## config.mk

```make
export PLATFORM = sky130hd
export DESIGN_NAME = nz_mask_builder
export DESIGN_NICKNAME = d
export VERILOG_FILES = /design/src/rtl/nz_mask_builder_pkg.sv /design/src/rtl/nz_out_slot.sv /design/src/rtl/nz_mask_builder.sv
export SDC_FILE = /design/constraint.sdc
export NUM_CORES = 1
export LEC_CHECK = 0
export CAP_MARGIN = 30
export CORE_ASPECT_RATIO = 1.2
export CORE_UTILIZATION = 40
export DETAILED_ROUTE_END_ITERATION = 7
export PLACE_DENSITY = 0.69
export SYNTH_ARGS = -nofsm -noshare
export SYNTH_HDL_FRONTEND = slang
export SYNTH_SLANG_ARGS = --single-unit
export TNS_END_PERCENT = 1
```

## constraint.sdc

```tcl
create_clock -name clk -period 1.51 [get_ports clk]
set_input_delay 0.302 -clock clk [delete_from_list [all_inputs] [get_ports clk]]
set_output_delay 0.302 -clock clk [all_outputs]
set_load 0.02 [all_outputs]
```

## src/rtl/nz_mask_builder_pkg.sv

```systemverilog
// Shared constants, brick record and output-slot state encoding for the
// zero-skip mask builder.
package nz_mask_builder_pkg;

    localparam int N         = 16;
    localparam int NEURON_W  = 16;
    localparam int ADDR_SIZE = 16;

    typedef struct packed {
        logic [N-1:0]         mask;
        logic [ADDR_SIZE-1:0] base_addr;
    } brick_t;

    typedef enum logic {
        SLOT_EMPTY = 1'b0,
        SLOT_FULL  = 1'b1
    } slot_state_e;

endpackage

```

## src/rtl/nz_out_slot.sv

```systemverilog
// One-entry valid/ready output register. A load may coincide with a drain so
// consecutive bricks leave without a bubble.
module nz_out_slot
    import nz_mask_builder_pkg::*;
#(
    parameter int W = 32
) (
    input  logic         clk,
    input  logic         rst,
    input  logic         load_i,
    input  logic [W-1:0] data_i,
    input  logic         out_ready_i,
    output logic         out_valid_o,
    output logic [W-1:0] data_o
);

    slot_state_e  state_q, state_d;
    logic [W-1:0] data_q, data_d;

    // Next-state and data capture for the output slot
    always_comb begin
        state_d = state_q;
        data_d  = data_q;
        case (state_q)
            SLOT_EMPTY: begin
                if (load_i) begin
                    state_d = SLOT_FULL;
                end else begin
                    state_d = SLOT_EMPTY;
                end
            end
            SLOT_FULL: begin
                if (load_i) begin
                    state_d = SLOT_FULL;
                end else if (out_ready_i) begin
                    state_d = SLOT_EMPTY;
                end else begin
                    state_d = SLOT_FULL;
                end
            end
            default: begin
                state_d = SLOT_EMPTY;
            end
        endcase
        if (load_i) begin
            data_d = data_i;
        end else begin
            data_d = data_q;
        end
    end

    // Slot state register
    always_ff @(posedge clk) begin
        if (rst) begin
            state_q <= SLOT_EMPTY;
            data_q  <= {W{1'b0}};
        end else begin
            state_q <= state_d;
            data_q  <= data_d;
        end
    end

    assign out_valid_o = (state_q == SLOT_FULL);
    assign data_o      = data_q;

endmodule

```

## src/rtl/nz_mask_builder.sv

```systemverilog
// Groups incoming neurons into bricks of N, builds the non-zero mask and tags
// each brick with its SRAM base address for the zero-skip compressor.
module nz_mask_builder
    import nz_mask_builder_pkg::*;
#(
    parameter int N         = nz_mask_builder_pkg::N,
    parameter int NEURON_W  = nz_mask_builder_pkg::NEURON_W,
    parameter int ADDR_SIZE = nz_mask_builder_pkg::ADDR_SIZE
) (
    input  logic                 clk,
    input  logic                 rst,
    input  logic                 start,
    input  logic [ADDR_SIZE-1:0] start_addr,
    input  logic                 in_valid,
    output logic                 in_ready,
    input  logic [NEURON_W-1:0]  in_neuron,
    input  logic                 in_last,
    output logic                 out_valid,
    input  logic                 out_ready,
    output logic [N-1:0]         out_mask,
    output logic [ADDR_SIZE-1:0] out_base_addr
);

    localparam int IDX_W = $clog2(N);

    // Bits 0..idx set; clears anything above the last neuron of a short brick.
    function automatic logic [N-1:0] low_mask(input logic [IDX_W-1:0] idx);
        logic [N-1:0] m;
        m = {N{1'b0}};
        for (int i = 0; i < N; i++) begin
            if (i <= int'(idx)) begin
                m[i] = 1'b1;
            end else begin
                m[i] = 1'b0;
            end
        end
        return m;
    endfunction

    logic [IDX_W-1:0]     idx_q, idx_d;
    logic [N-1:0]         acc_q, acc_d;
    logic [ADDR_SIZE-1:0] addr_q, addr_d;

    logic                 in_ready_s;
    logic                 stall_last_s;
    logic                 accept_s;
    logic                 complete_s;
    logic [N-1:0]         bit_s;
    logic [N-1:0]         mask_s;
    logic                 slot_valid_s;
    logic [N+ADDR_SIZE-1:0] slot_data_s;

    // A stalled slot blocks only the accept that would complete a brick.
    assign stall_last_s = in_last & in_valid & slot_valid_s & ~out_ready;
    assign in_ready_s   = (~slot_valid_s | out_ready | (idx_q != IDX_W'(N - 1))) & ~stall_last_s;
    assign accept_s     = in_valid & in_ready_s & ~start;
    assign complete_s   = accept_s & ((idx_q == IDX_W'(N - 1)) | in_last);
    assign bit_s        = {{(N-1){1'b0}}, (|in_neuron)} << idx_q;
    assign mask_s       = (acc_q | bit_s) & low_mask(idx_q);

    // Accumulator, index and address next-state; start wins over accept
    always_comb begin
        idx_d  = idx_q;
        acc_d  = acc_q;
        addr_d = addr_q;
        if (start) begin
            idx_d  = {IDX_W{1'b0}};
            acc_d  = {N{1'b0}};
            addr_d = start_addr;
        end else if (complete_s) begin
            idx_d  = {IDX_W{1'b0}};
            acc_d  = {N{1'b0}};
            addr_d = addr_q + ADDR_SIZE'(N);
        end else if (accept_s) begin
            idx_d  = idx_q + IDX_W'(1);
            acc_d  = acc_q | bit_s;
            addr_d = addr_q;
        end else begin
            idx_d  = idx_q;
            acc_d  = acc_q;
            addr_d = addr_q;
        end
    end

    // Brick assembly registers
    always_ff @(posedge clk) begin
        if (rst) begin
            idx_q  <= {IDX_W{1'b0}};
            acc_q  <= {N{1'b0}};
            addr_q <= {ADDR_SIZE{1'b0}};
        end else begin
            idx_q  <= idx_d;
            acc_q  <= acc_d;
            addr_q <= addr_d;
        end
    end

    nz_out_slot #(
        .W (N + ADDR_SIZE)
    ) u_out_slot (
        .clk         (clk),
        .rst         (rst),
        .load_i      (complete_s),
        .data_i      ({mask_s, addr_q}),
        .out_ready_i (out_ready),
        .out_valid_o (slot_valid_s),
        .data_o      (slot_data_s)
    );

    assign in_ready      = in_ready_s;
    assign out_valid     = slot_valid_s;
    assign out_mask      = slot_data_s[N+ADDR_SIZE-1:ADDR_SIZE];
    assign out_base_addr = slot_data_s[ADDR_SIZE-1:0];

endmodule

```

==> qor.csv <==
metric,value,unit
outcome,finished with violations,
violations_in_the_final_reports,setup timing,
antenna_violations_before_repair,0,
grt_start_max_net_pins,22,
design.portCount,72,
clock-root-buffer,clkbuf_8,
wire_length_of_the_first_global_routing_pass,13500,µm
timing.critical_path.arrival,1820,ps
route.antenna.remaining_nets,0,
stdcell_count,570,
ctsLongestPathBuffers,2,
path_clk_slew,70,ps
highest_fanout_seen_on_the_critical_path,12,
timing.final.crit_period,1560,ps
global_route.overflow_total,0,
multi_input_area,0.00164,mm²
hold_start,u_out_slot.data_o[31],
groute.layer.met1.usage,24.9,%
routed_wirelength,8390,µm
global_route.peak_usage_layer,met2,
cts-buffers-inserted,9,
viasPerCell,5.31,
buffers_added_on_ports,71,
p_total,4.21,mW
finalSetupViolCount,13,
fp.coreArea,0.00727,mm²
yosys_register_bits,69,
effective_utilization_at_floorplan,41.7,%
number_of_vias_after_detailed_routing,3026,
r2r.worst_path.cells,6,
static-leakage-power,1.83,nW
number_of_antenna_cells_inserted,0,
gr-usage-met3,4.04,%
drt_pass1_iterations,4,
drive_gt1_share,24.6,%
die_h,97.4,µm
cts-htree-levels,3,
worst_setup_path_end_kind,flip-flop,
fill_cells,611,
finalSetupTns,-360,ps
synth_fp_nets,406,
hold-path-cell-count,2,
clock_tree_skew_after_final_layout,9.02,ps
r2r_setup_slack,-50,ps
syn2layout_area_growth,50.1,%
hold_class,reg2reg,
postSynthAreaPerCell,8.35,µm²
detailed_place.area,0.00417,mm²
clkLatencyLatePin,350,ps
grt_pass1_vias,2914,
worst_r2r_src,idx_q[1],
worstHoldEndpoint,u_out_slot.data_o[31],
routed_wire_length_per_instance,14.7,µm
dp.final_hpwl,6180,µm
placed_cells,552,
finalCoreUtilization,62.6,%
postLayoutSetupSlackWorst,-51.1,ps
pre_cts_ws,-561,ps
ys_warn_count,0,
die_w,81.5,µm
power.density,925,mW/mm²
ys_types,50,
tritoncts,built,
timing_hold_violations_final,0,
place.gp.congestion,0.843,
yosysSeqAreaShare,45.6,%
ir_worst_vdd,0.000770,V
drt_iter0_markers,127,
final_min_period_over_clock_period,103,%
drv.max_cap_violation_count,0,
seq_area,0.00139,mm²
gr-usage-met2,38.5,%
die-area,0.00793,mm²
timing_worst_slew_pin_value,432,ps
hold_ws,447,ps
floorplan.rows,34,
maxSlewHeadroom,71.1,%
syn-cell-area,0.00303,mm²
final_design_area_no_fill,0.00455,mm²
syn_inst,363,
drt_drc_violations_left,0,
final_net_count,518,
reg2reg_to,u_out_slot.data_o[26],
startpoint_type,flip-flop,
cts_num_sinks,69,
worst-setup-path-type,reg2reg,
setup_repair_after_global_routing_missed_its_margin,yes,
postSynth.asyncResetShare,0,%
worstPathRequired,1760,ps
grt_usage,22.2,%
timing_max_transition_violations_final,0,
synth_edf_count,0,
synthFlopType,dfxtp_1,
achievable-frequency,641,MHz
==> layer usage <==
layer,wire (µm),up-vias
met1,3430,1408
met5,0,-
met3,344,25
met2,4320,99
met4,297,0
li1,-,1494
==> Yosys cell counts (4+ instances only) <==
master | n | area share, %
buf_6 | 4 | 1.5
nand4_1 | 5 | 1.0
a21oi_1 | 49 | 8.1
clkbuf_1 | 10 | 1.2
ha_1 | 5 | 2.1
buf_4 | 4 | 0.99
nor4_1 | 7 | 1.4
xor2_1 | 4 | 1.2
dfxtp_1 | 69 | 46
inv_1 | 7 | 0.87
nand2_1 | 61 | 7.6
a31oi_1 | 5 | 1.0
buf_2 | 6 | 0.99
mux2i_1 | 6 | 2.0
nor2_1 | 40 | 5.0
o21ai_0 | 11 | 1.8
nand3_1 | 11 | 1.8
nor3_1 | 8 | 1.3
xnor2_1 | 4 | 1.2
==> cells in the final DEF, fill, tap and decap left out, drive strengths merged, types with 4 or more instances in the layout <==
cell | Yosys | routed
buf | 14 | 55
a211oi | 4 | 4
mux2i | 6 | 6
dlygate4sd2 | 0 | 34
nand4 | 5 | 5
xor2 | 4 | 4
xnor2 | 4 | 4
dfxtp | 69 | 69
a21oi | 49 | 49
a31oi | 5 | 5
nor3 | 11 | 11
o21ai | 12 | 12
nand2 | 61 | 61
ha | 5 | 5
nor2 | 41 | 41
nand3 | 12 | 12
clkdlybuf4s50 | 0 | 34
inv | 7 | 7
clkbuf | 10 | 11
nor4 | 7 | 7
==> kinds of logic after synthesis <==
kind of cell             count (synthesis)  synth area share (%)
AO/OA/AOI/OAI                           92                  19.2
XOR/XNOR                                 8                  2.31
adder cells (fa/ha/maj)                  5                  2.06
multiplexers                             6                  1.98
flip-flops                              69                  45.6
AND/OR/NAND/NOR                        152                  23.3
buffers and inverters                   31                  5.57
==> state kept, by name, summed over array words and instances (netlist names) <==
| signal | count |
|---|---|
| acc_q | 16 |
| addr_q | 16 |
| idx_q | 4 |
| u_out_slot.data_o | 32 |
| u_out_slot.out_valid_o | 1 |
==> timing repair <==
item	4_1_cts	5_1_grt
pin swaps	4	9
setup endpoints to repair	90	55
gates cloned	0	0
setup buffers	0	2
hold buffers	0	0
gates resized for setup	53	31
==> how the worst max path moves through the flow <==
stage / from / endpoint / slack [ps] / cells past startpoint
6_report: idx_q[1] / u_out_slot.data_o[26] / -50 / 6
5_1_grt: idx_q[0] / u_out_slot.data_o[25] / -140 / 7
4_1_cts: idx_q[1] / in_ready / -130 / 5
3_5_place_dp: out_ready / addr_q[14] / -560 / 7
3_3_place_gp: in_neuron[6] / u_out_slot.data_o[18] / -490 / 6
2_1_floorplan: idx_q[1] / u_out_slot.data_o[18] / -6 / 6
==> final cells by class <==
| cell class | instances | area share, % |
|---|---|---|
| clock buffers | 11 | 3.11 |
| flip-flops and latches | 69 | 30.4 |
| repair buffers | 125 | 24.9 |
| clock inverters | 5 | 2.34 |
| multi-input cells | 263 | 36.1 |
| inverters | 7 | 0.660 |
| well taps | 90 | 2.47 |
==> power by group <==
part | internal (mW) | switching (mW)
clock network | 1.15 | 0.724
logic | 0.231 | 0.208
registers | 1.86 | 0.0362
==> critical path: stages, from the launching register on <==
cell and delay [ps]:
dfxtp_2 350, buf_4 210, clkinvlp_4 190, nor3_4 260, buf_4 180, a21oi_1 70
o31ai_1 200
Power figures use the tool's default switching activity.
